**src/rtl/move_cmd_queue.sv**
```systemverilog
// Direction-command front end: per-channel hold-off, pending slot, round-robin arbiter, FWFT FIFO.
// Optional drop counter output enabled with `define DROP_CNT_EN.
module move_cmd_queue #(
    parameter int N_CH    = 2,
    parameter int DEPTH   = 4,
    parameter int HOLDOFF = 50_000_000,
    localparam int SRC_W  = (N_CH > 1) ? $clog2(N_CH) : 1,
    localparam int AW     = $clog2(DEPTH)
) (
    input  logic                clk,
    input  logic                rst_n,
    input  logic [N_CH-1:0]     in_valid,
    input  logic [2*N_CH-1:0]   in_dir,
    input  logic                flush,
    output logic                out_valid,
    input  logic                out_ready,
    output logic [1:0]          out_dir,
    output logic [SRC_W-1:0]    out_src,
    output logic [AW:0]         level,
`ifdef DROP_CNT_EN
    output logic [7:0]          drop_cnt,
`endif
    output logic                drop_pulse
);

    localparam int HW = (HOLDOFF > 1) ? $clog2(HOLDOFF) : 1;
    localparam int EW = SRC_W + 2;
    localparam logic [HW-1:0] HLOAD = HW'((HOLDOFF > 0) ? HOLDOFF - 1 : 0);
    localparam logic [HW-1:0] HONE  = HW'(1);

    logic [N_CH-1:0][HW-1:0]  hold_q, hold_d;
    logic [N_CH-1:0]          pend_v_q, pend_v_d;
    logic [N_CH-1:0][1:0]     pend_dir_q, pend_dir_d;
    logic [SRC_W-1:0]         rr_q, rr_d;
    logic [DEPTH-1:0][EW-1:0] mem_q;
    logic [AW:0]              wptr_q, wptr_d, rptr_q, rptr_d;
    logic                     drop_pulse_q;
`ifdef DROP_CNT_EN
    logic [7:0]               drop_cnt_q;
`endif

    logic [N_CH-1:0]  accept;
    logic [N_CH-1:0]  gnt_oh;
    logic             gnt_v;
    logic [SRC_W-1:0] gnt_idx;
    logic             drop_any;
    logic             full, pop, can_push;
    logic [EW-1:0]    head;
    int               arb_idx;

    assign out_valid = (wptr_q != rptr_q);
    assign full      = (wptr_q[AW] != rptr_q[AW]) &&
                       (wptr_q[AW-1:0] == rptr_q[AW-1:0]);
    assign pop       = out_valid && out_ready;
    assign can_push  = !full || pop;
    assign level     = wptr_q - rptr_q;
    assign head      = mem_q[rptr_q[AW-1:0]];
    assign out_dir   = head[1:0];
    assign out_src   = head[EW-1:2];
    assign drop_pulse = drop_pulse_q;
`ifdef DROP_CNT_EN
    assign drop_cnt  = drop_cnt_q;
`endif

    // First pending channel at or after the round-robin pointer wins
    always_comb begin
        gnt_v   = 1'b0;
        gnt_idx = '0;
        gnt_oh  = '0;
        arb_idx = 0;
        if (can_push) begin
            for (int k = 0; k < N_CH; k++) begin
                arb_idx = int'(rr_q) + k;
                if (arb_idx >= N_CH) arb_idx = arb_idx - N_CH;
                if (!gnt_v && pend_v_q[arb_idx]) begin
                    gnt_v   = 1'b1;
                    gnt_idx = SRC_W'(arb_idx);
                end
            end
        end
        gnt_oh[gnt_idx] = gnt_v;
    end

    always_comb begin
        accept     = '0;
        hold_d     = hold_q;
        pend_dir_d = pend_dir_q;
        for (int i = 0; i < N_CH; i++) begin
            accept[i] = in_valid[i] && (hold_q[i] == '0);
            if (accept[i]) begin
                hold_d[i]     = HLOAD;
                pend_dir_d[i] = in_dir[2*i +: 2];
            end else if (hold_q[i] != '0) begin
                hold_d[i] = hold_q[i] - HONE;
            end
        end
        // A granted slot leaves this cycle, so a new event there is not an overwrite
        drop_any = |(accept & pend_v_q & ~gnt_oh);
        pend_v_d = (pend_v_q & ~gnt_oh) | accept;
        rr_d     = rr_q;
        if (gnt_v) begin
            rr_d = (gnt_idx == SRC_W'(N_CH - 1)) ? '0 : gnt_idx + SRC_W'(1);
        end
        wptr_d = wptr_q + (AW+1)'(gnt_v);
        rptr_d = rptr_q + (AW+1)'(pop);
    end

    always_ff @(posedge clk or negedge rst_n) begin
        if (!rst_n) begin
            hold_q       <= '0;
            pend_v_q     <= '0;
            pend_dir_q   <= '0;
            rr_q         <= '0;
            mem_q        <= '0;
            wptr_q       <= '0;
            rptr_q       <= '0;
            drop_pulse_q <= 1'b0;
`ifdef DROP_CNT_EN
            drop_cnt_q   <= '0;
`endif
        end else if (flush) begin
            hold_q       <= '0;
            pend_v_q     <= '0;
            rr_q         <= '0;
            wptr_q       <= '0;
            rptr_q       <= '0;
            drop_pulse_q <= 1'b0;
`ifdef DROP_CNT_EN
            drop_cnt_q   <= '0;
`endif
        end else begin
            hold_q       <= hold_d;
            pend_v_q     <= pend_v_d;
            pend_dir_q   <= pend_dir_d;
            rr_q         <= rr_d;
            wptr_q       <= wptr_d;
            rptr_q       <= rptr_d;
            drop_pulse_q <= drop_any;
            if (gnt_v) begin
                mem_q[wptr_q[AW-1:0]] <= {gnt_idx, pend_dir_q[gnt_idx]};
            end
`ifdef DROP_CNT_EN
            if (drop_any && drop_cnt_q != 8'hFF) begin
                drop_cnt_q <= drop_cnt_q + 8'd1;
            end
`endif
        end
    end

endmodule

```
**config.mk**
```make
export PLATFORM = sky130hd
export DESIGN_NAME = move_cmd_queue
export DESIGN_NICKNAME = d
export VERILOG_FILES = /design/src/rtl/move_cmd_queue.sv
export SDC_FILE = /design/constraint.sdc
export NUM_CORES = 1
export LEC_CHECK = 0
export ABC_AREA = 1
export ABC_CLOCK_PERIOD_IN_PS = 4700
export BUFFER_PORTS_ARGS = -buffer_cell sky130_fd_sc_hd__buf_2
export CAP_MARGIN = 20
export CORE_MARGIN = 5
export CORE_UTILIZATION = 50
export DETAILED_ROUTE_END_ITERATION = 10
export MAX_ROUTING_LAYER = met4
export PLACE_DENSITY_LB_ADDON = 0.15
export SETUP_SLACK_MARGIN = 0.2
export SLEW_MARGIN = 15
export SYNTH_ARGS = -nofsm -noshare
export SYNTH_HDL_FRONTEND = slang
export SYNTH_SLANG_ARGS = --single-unit
```
**constraint.sdc**
```tcl
create_clock -name clk -period 4.7 [get_ports clk]
set_clock_uncertainty 0.15 [all_clocks]
set_input_delay 0.47 -clock clk [delete_from_list [all_inputs] [get_ports clk]]
set_output_delay 0.47 -clock clk [all_outputs]
set_load 0.1 [all_outputs]
```
# Yosys cells after proc, flatten, opt, wreduce, memory -nomap -nowiden
# Cells that the tools add are included.
[totals]
regBits = 78
output_inout_bits = 8
wordCells = 100
[op_classes]
n_addsub = 9
n_lt_le_gt_ge = 9
eq_ne = 3
mux = 38
n_bitwise = 7
reduce_logical = 21
[ops]
columns = ["op", "count"]
rows = [
  ["32-bit two-way mux", 4],
  ["26-bit two-way mux", 4],
  ["32-bit by 3-bit less-than comparator with 1-bit output (second input constant)", 2],
  ["26-bit logical NOT", 2],
  ["52-bit two-way mux", 1],
  ["26-bit nonzero test", 2],
  ["26-bit by 1-bit subtractor with 26-bit output (second input constant)", 2],
  ["1-bit two-way mux", 18],
  ["12-bit bitwise mux", 1],
  ["3-bit two-way mux", 4],
  ["2-bit bitwise AND", 4],
  ["1-bit logical AND", 7],
  ["3-bit by 1-bit adder with 3-bit output", 2],
  ["3-bit binary-select mux with 2-bit select", 1],
  ["3-bit demux with 2-bit select", 1],
  ["2-bit by 3-bit less-than comparator with 1-bit output (second input constant)", 2],
  ["2-bit two-way mux", 3],
  ["2-bit AND reduction", 3],
  ["3-bit nonzero test", 2],
  ["3-bit != test", 1],
  ["1-bit by 2-bit subtractor with 3-bit output (second input constant)", 1],
  ["2-bit by 2-bit subtractor with 3-bit output (second input constant)", 1],
  ["3-bit subtractor", 1],
  ["1-bit by 1-bit adder with 2-bit output (second input constant)", 1],
  ["other kinds (16)", 17],
]

# Depth between registers and ports, before layout
# Gate-level depths: netlist (run 1).
[logic_depth]
word_depth = 23
ltp_mapped = 12
ltp_nobuf = 11

# Worst setup path after synthesis (run 1)
# Ideal clock, no wire load.
[synth_timing]
path_kind = "register to output"
startpoint = "register wptr_q[0]"
endpoint = "output level[2]"
arrival_ns = 2.512
required_ns = 4.080
setup_slack_ns = 1.568
stages_incl_launch_ff = 5
path_buffers = 0
cell_sequence = "dfrtp_1 > inv_1 > ha_1 > fa_1 > xor2_1"
[synth_via]
elab_chain_cells = 1
[synth_rtl]
columns = ["item", "line", "source"]
rows = [
  ["from (decl)", "36", "logic [AW:0] wptr_q, wptr_d, rptr_q, rptr_d;"],
  ["from (signal assigned)", "136", "wptr_q <= wptr_d;"],
  ["3-bit subtractor", "56", "assign level = wptr_q - rptr_q;"],
  ["to (decl)", "19", "output logic [AW:0] level,"],
]
# Every way passes these cells.

# Worst setup path after layout (run 1)
# Same ends and word-level chain as after synthesis.

==> metrics.txt, run 1 <==
Final Core Density=0.555; TritonRoute pass-1 iters=4; Post-Synth XOR/XNOR Area=0.0508; Pwr Total=0.00403 W; num ports=18; register share of total power=0.270; synth unique cells=31; first-pass GRT wire length=17.9 mm; clock share of power=0.125; Root Driver=clkbuf_8; highest clock rate=367 MHz; DR iter-0 viols=166; most frequent cells in the layout=nand2_1, nor2_1, dfrtp_1; CP arrival=2.10 ns; overflow left after global routing=0; GRT Overall Usage=0.199; minimum clock period=2.72 ns; synth warn=0; NetSw=0.00216 W; r2r startpoint=wptr_q[0]; Fill cells=886; combinational family with the most area after synthesis=simple AND/OR/NAND/NOR gates; r2r setup slk=2.49 ns; H-tree levels=3; CTS tree=yes; FF-to-FF path depth=11; Mapped Nets=644; Slew headroom=0.655; Hold Vio Cnt, Final=0; hold path depth=3; total clock sinks=78; syn_area_per_cell=7.44 um^2; RSZ-0062 raised after global routing=false; Clock Tree Buf Depth=2; synthesized cell area=0.00465 mm^2; mux cell area share after synthesis=0; Via density=5.16; Area Overhead vs Synth=9.25%; adder-cell share of the synthesized area=0.0258; Post-CTS Setup Inserts=0; antenna cell count=0; synthesized flop and latch total=78; Max Cap Viol=0; share of layout cells above drive strength 1=0.124; largest net degree at the start of global routing=79; finished layout cell area=0.00508 mm^2; Synth Area in Compound Gates=0.0562; Min-Delay Path Class=in2reg; Site Rows=35; final setup fails=0; commonest non-fill, non-tap cell in the layout=nand2_1; fin nets=669; Clock transition at path regs=0.08 ns; Required @ worst endpoint=4.08 ns; worst vdd ir=0.391 mV; DIE AREA=0.0113 mm^2; pwr/cell area=793 mW/mm^2; via count=3955; number of routed nets with antenna violations=0; Slew @ Worst Pin=0.515 ns; Worst Setup End Kind=output port; Routed Wire Length=10.1 mm; status=finished, final reports clean; Final Max Tran Viols=0; post-synthesis simple-gate area fraction=0.371; ratio of final minimum period to clock period=0.579; Resize count post-CTS=0; # port buffers=17; DPL Wire Length=7.45 mm; register area share after synthesis=0.420; Fin Hold WS=0.174 ns; CP Launch Point=wptr_q[0]; Setup CP Type=reg2out; sw frac=0.537; Die X=106 um; number of global-route vias before repair=3977; Int Pwr=0.00187 W; Comb pwr share=0.605; P_leak=2.77 nW; CP Launch Type=flop; initial core utilization=0.508; CP max FO=4; Die Height=106 um; antenna violations before repair=0; clock latency on the worst-skew pair=0.35 ns; CTS buffer count=9; Syn Inst Count=625; gp weighted congestion=0.928; placed inst area=0.00485 mm^2; total negative slack=0 ns; reg-to-reg critical path endpoint=wptr_q[2]; DR WL/cell=13.1 um; crit path to=level[2]; core area=0.00915 mm^2; DRC viols=0
## registers in the layout, indices dropped and copies added (netlist names)
signal      cells
hold_q         52
rr_q            1
drop_pulse      1
rptr_q          3
pend_dir_q      4
pend_v_q        2
mem_q          12
wptr_q          3
## power by group through the flow
stage | Clock (W) | Combinational, W | Sequential, W
floorplan | 0 | 0.00204 | 0.00104
global placement | 0 | 0.00238 | 0.00109
detailed placement | 0 | 0.00242 | 0.00109
CTS | 0.000522 | 0.00244 | 0.00108
global route | 0.000553 | 0.00275 | 0.00112
finish | 0.000505 | 0.00244 | 0.00109
## per-layer routing
metal	vias up	wire length, um	GRT usage
met5	-	0	-
met4	0	157	0.0575
met3	11	358	0.0389
met2	58	4740	0.328
met1	1867	4800	0.251
li1	2019	-	-
## through the flow
stage	worst slack (ns)	instances
final	1.98	766
after global routing	1.87	766
after CTS	1.96	764
after detailed placement	2.35	748
after global placement	2.41	748
after floorplan	1.57	625
## synthesized netlist by cell type (all sizes together)
master	instances	share of area
dfrtp	78	0.42
nand2	144	0.12
a21o	3	0.0048
a21oi	17	0.018
nor2	144	0.13
ha	8	0.022
nand4	23	0.031
or2	4	0.0054
inv	76	0.061
xnor2	11	0.021
and2	1	0.0016
xor2	16	0.030
buf	6	0.0083
nand3	52	0.065
fa	1	0.0043
nor3	5	0.011
nand3b	2	0.0032
o21ai	30	0.033
clkinv	4	0.0067
## final cells by class
class,instances,area (um^2),area share
multi-input cells,461,2340,0.461
flip-flops and latches,78,1950,0.384
inverters,80,317,0.0623
well taps,111,139,0.0273
repair buffers,20,133,0.0261
clock buffers,9,124,0.0244
clock inverters,7,73.8,0.0145
## worst min-delay path by stage
stage | from | to | slack [ns]
6_report | in_dir[3] | pend_dir_q[3] | 0.17
2_1_floorplan | rst_n | drop_pulse | 0.02
3_5_place_dp | pend_dir_q[2] | pend_dir_q[2] | 0.31
4_1_cts | rst_n | mem_q[3] | 0.16
3_3_place_gp | pend_dir_q[2] | pend_dir_q[2] | 0.31
5_1_grt | in_dir[3] | pend_dir_q[3] | 0.17
## critical path: stages (launching register included)
cell	delay [ns]
dfrtp_1	0.44
inv_1	0.12
ha_1	0.23
fa_1	0.38
xor2_1	0.15
buf_2	0.44
## cell families after synthesis
kind of cell,count (synthesis)
flops,78
fa+ha+maj,9
simple gates,375
xor+xnor,27
buf+inv,86
compound gates,50
## what timing repair did
| action | CTS | global route |
|---|---|---|
| hold buffers | 0 | 1 |
| endpoints found under the hold margin | 0 | 16 |
| endpoints found under the setup margin | 0 | 0 |
No activity file was read; power rests on OpenSTA's default activity.
==> run 2: changes to the inputs <==
--- a/config.mk
+++ b/config.mk
@@ -6,7 +6,7 @@
 export NUM_CORES = 1
 export LEC_CHECK = 0
 export ABC_AREA = 1
-export ABC_CLOCK_PERIOD_IN_PS = 4700
+export ABC_CLOCK_PERIOD_IN_PS = 2200
 export BUFFER_PORTS_ARGS = -buffer_cell sky130_fd_sc_hd__buf_2
 export CAP_MARGIN = 20
 export CORE_MARGIN = 5
==> constraint.sdc (replaced) <==
create_clock -name clk -period 2.2 [get_ports clk]
set_clock_uncertainty 0.15 [all_clocks]
set_input_delay 0.22 -clock clk [delete_from_list [all_inputs] [get_ports clk]]
set_output_delay 0.22 -clock clk [all_outputs]
set_load 0.1 [all_outputs]
==> run 2 against run 1 <==
Compared with the run above: combinational power grew 140%; final cell count grew 3.1%; sequential share of layout area shrank 2.6 points; largest cell class unchanged; critical path depth shrank 1; clock power grew 120%; wire length grew 5.4%; register-to-register slack lost 2.2 ns; global-route usage grew 0.36 points; die area is the same.
==> metrics.txt, run 2 (synthesis results as in run 1) <==
status=finished, final reports clean; Max Cap Viol=0; PnR worst setup slack=0.0706 ns; final setup fails=0; Final Max Tran Viols=0; minimum clock period=2.13 ns; antenna violations before repair=0; gp weighted congestion=0.907; Routed Wire Length=10.6 mm; CP max stage delay=0.55 ns; initial core utilization=0.508; Required @ worst endpoint=1.83 ns; TritonRoute pass-1 iters=5; pwr/cell area=1710 mW/mm^2; Pwr Total=0.00934 W; H-tree levels=3; highest clock rate=470 MHz; final cell count without fillers=790; slowest cell on the critical path=fa_2; number of routed nets with antenna violations=0; Site Rows=35; most frequent cells in the layout=nand2_1, nor2_1, dfrtp_1; GRT Overall Usage=0.203; Clock transition at path regs=0.09 ns; total negative slack=0 ns; CP max FO=2; DIE AREA=0.0113 mm^2; num ports=18; Slew @ Worst Pin=0.627 ns; Slew headroom=0.582; Worst Setup End Kind=output port; via count=4044; total clock sinks=78; DR iter-0 viols=184; share of layout cells above drive strength 1=0.178; largest net degree at the start of global routing=49; Top reg by flops=hold_q; CP arrival=1.76 ns; antenna cell count=0; RSZ-0062 raised after global routing=true; worst vdd ir=0.953 mV; CP Launch Type=flop; Largest register FFs=52; Area Overhead vs Synth=17.1%; fin nets=693; top flop regs=hold_q (52), mem_q (12), pend_dir_q (4); Root Driver=clkbuf_8; Die X=106 um; Setup CP Type=reg2out; Clock Tree Buf Depth=2; placed cell count=760; Fill cells=808; ratio of final minimum period to clock period=0.968; DR WL/cell=13.4 um; Hold Vio Cnt, Final=0; clock latency on the worst-skew pair=0.36 ns; overflow left after global routing=0; DPL Wire Length=7.82 mm; first-pass GRT wire length=18.1 mm; core area=0.00915 mm^2; CTS tree=yes; Min-Delay Path Class=in2reg; CP Cell Sequence=ha_4, fa_2, clkinvlp_4, buf_12; worst setup slack after placement=0.146 ns; number of global-route vias before repair=3946; DRC viols=0; # port buffers=17; CTS buffer count=9; Via density=5.12; Die Height=106 um; commonest non-fill, non-tap cell in the layout=nand2_1; P_leak=2.92 nW; Fin Hold WS=0.0512 ns
-- run 2: cell types whose count changed in the layout (fill, tap and decap cells not counted), sizes merged --
cell and delta:
dlygate4sd3 +4, clkbuf +1, buf +20, inv -1
-- run 2: worst paths after layout --
path	start	to	slack [ns]	cells past startpoint
worst max-delay path	rptr_q[0]	level[1]	0.07	4
worst min-delay path	flush	rr_q	0.05	2
worst max register to register	rptr_q[1]	mem_q[1]	0.28	8
worst min register to register	pend_dir_q[2]	pend_dir_q[2]	0.33	2
max in group asynchronous	rst_n	hold_q[12]	0.93	3
min in group asynchronous	rst_n	mem_q[1]	0.26	2
-- run 2: per-layer routing --
layer / global-route usage / vias up / wire length (um)
li1: - / 2078 / -
met1: 0.261 / 1869 / 4910
met2: 0.327 / 81 / 5060
met3: 0.0273 / 16 / 410
met4: 0.0813 / 0 / 227
met5: - / - / 0
-- run 2: worst max-delay path: cells and delay by family, from the launching register on --
family	cells	cell delay (ns)
adders and majority gates	2	0.72
DFF	1	0.42
buffers and inverters	2	0.27
-- run 2: final cells by class --
| cell class | instances | area (um^2) | area share |
|---|---|---|---|
| multi-input cells | 461 | 2430 | 0.447 |
| flip-flops and latches | 78 | 1950 | 0.358 |
| repair buffers | 44 | 392 | 0.0719 |
| inverters | 80 | 323 | 0.0593 |
| well taps | 111 | 139 | 0.0255 |
| clock buffers | 10 | 138 | 0.0253 |
| clock inverters | 6 | 70.1 | 0.0129 |
-- run 2: through the flow --
step	util	cell area (um^2)
after floorplan	-	4670
after global placement	0.546	5000
after detailed placement	0.546	5000
after CTS	0.583	5340
after global routing	0.595	5450
final	0.595	5450
-- run 2: repair_timing --
| item | CTS | global route |
|---|---|---|
| resized for setup | 11 | 27 |
| gates cloned | 0 | 0 |
| endpoints found under the setup margin | 19 | 71 |
| pin swaps | 4 | 3 |
| hold endpoints to repair | 49 | 0 |
| buffers inserted | 6 | 3 |
| hold buffers | 5 | 0 |
-- run 2: power by group --
| group | internal, W | switching, W |
|---|---|---|
| Clock | 0.000563 | 0.000559 |
| Sequential | 0.00189 | 0.000426 |
| Combinational | 0.00203 | 0.00388 |
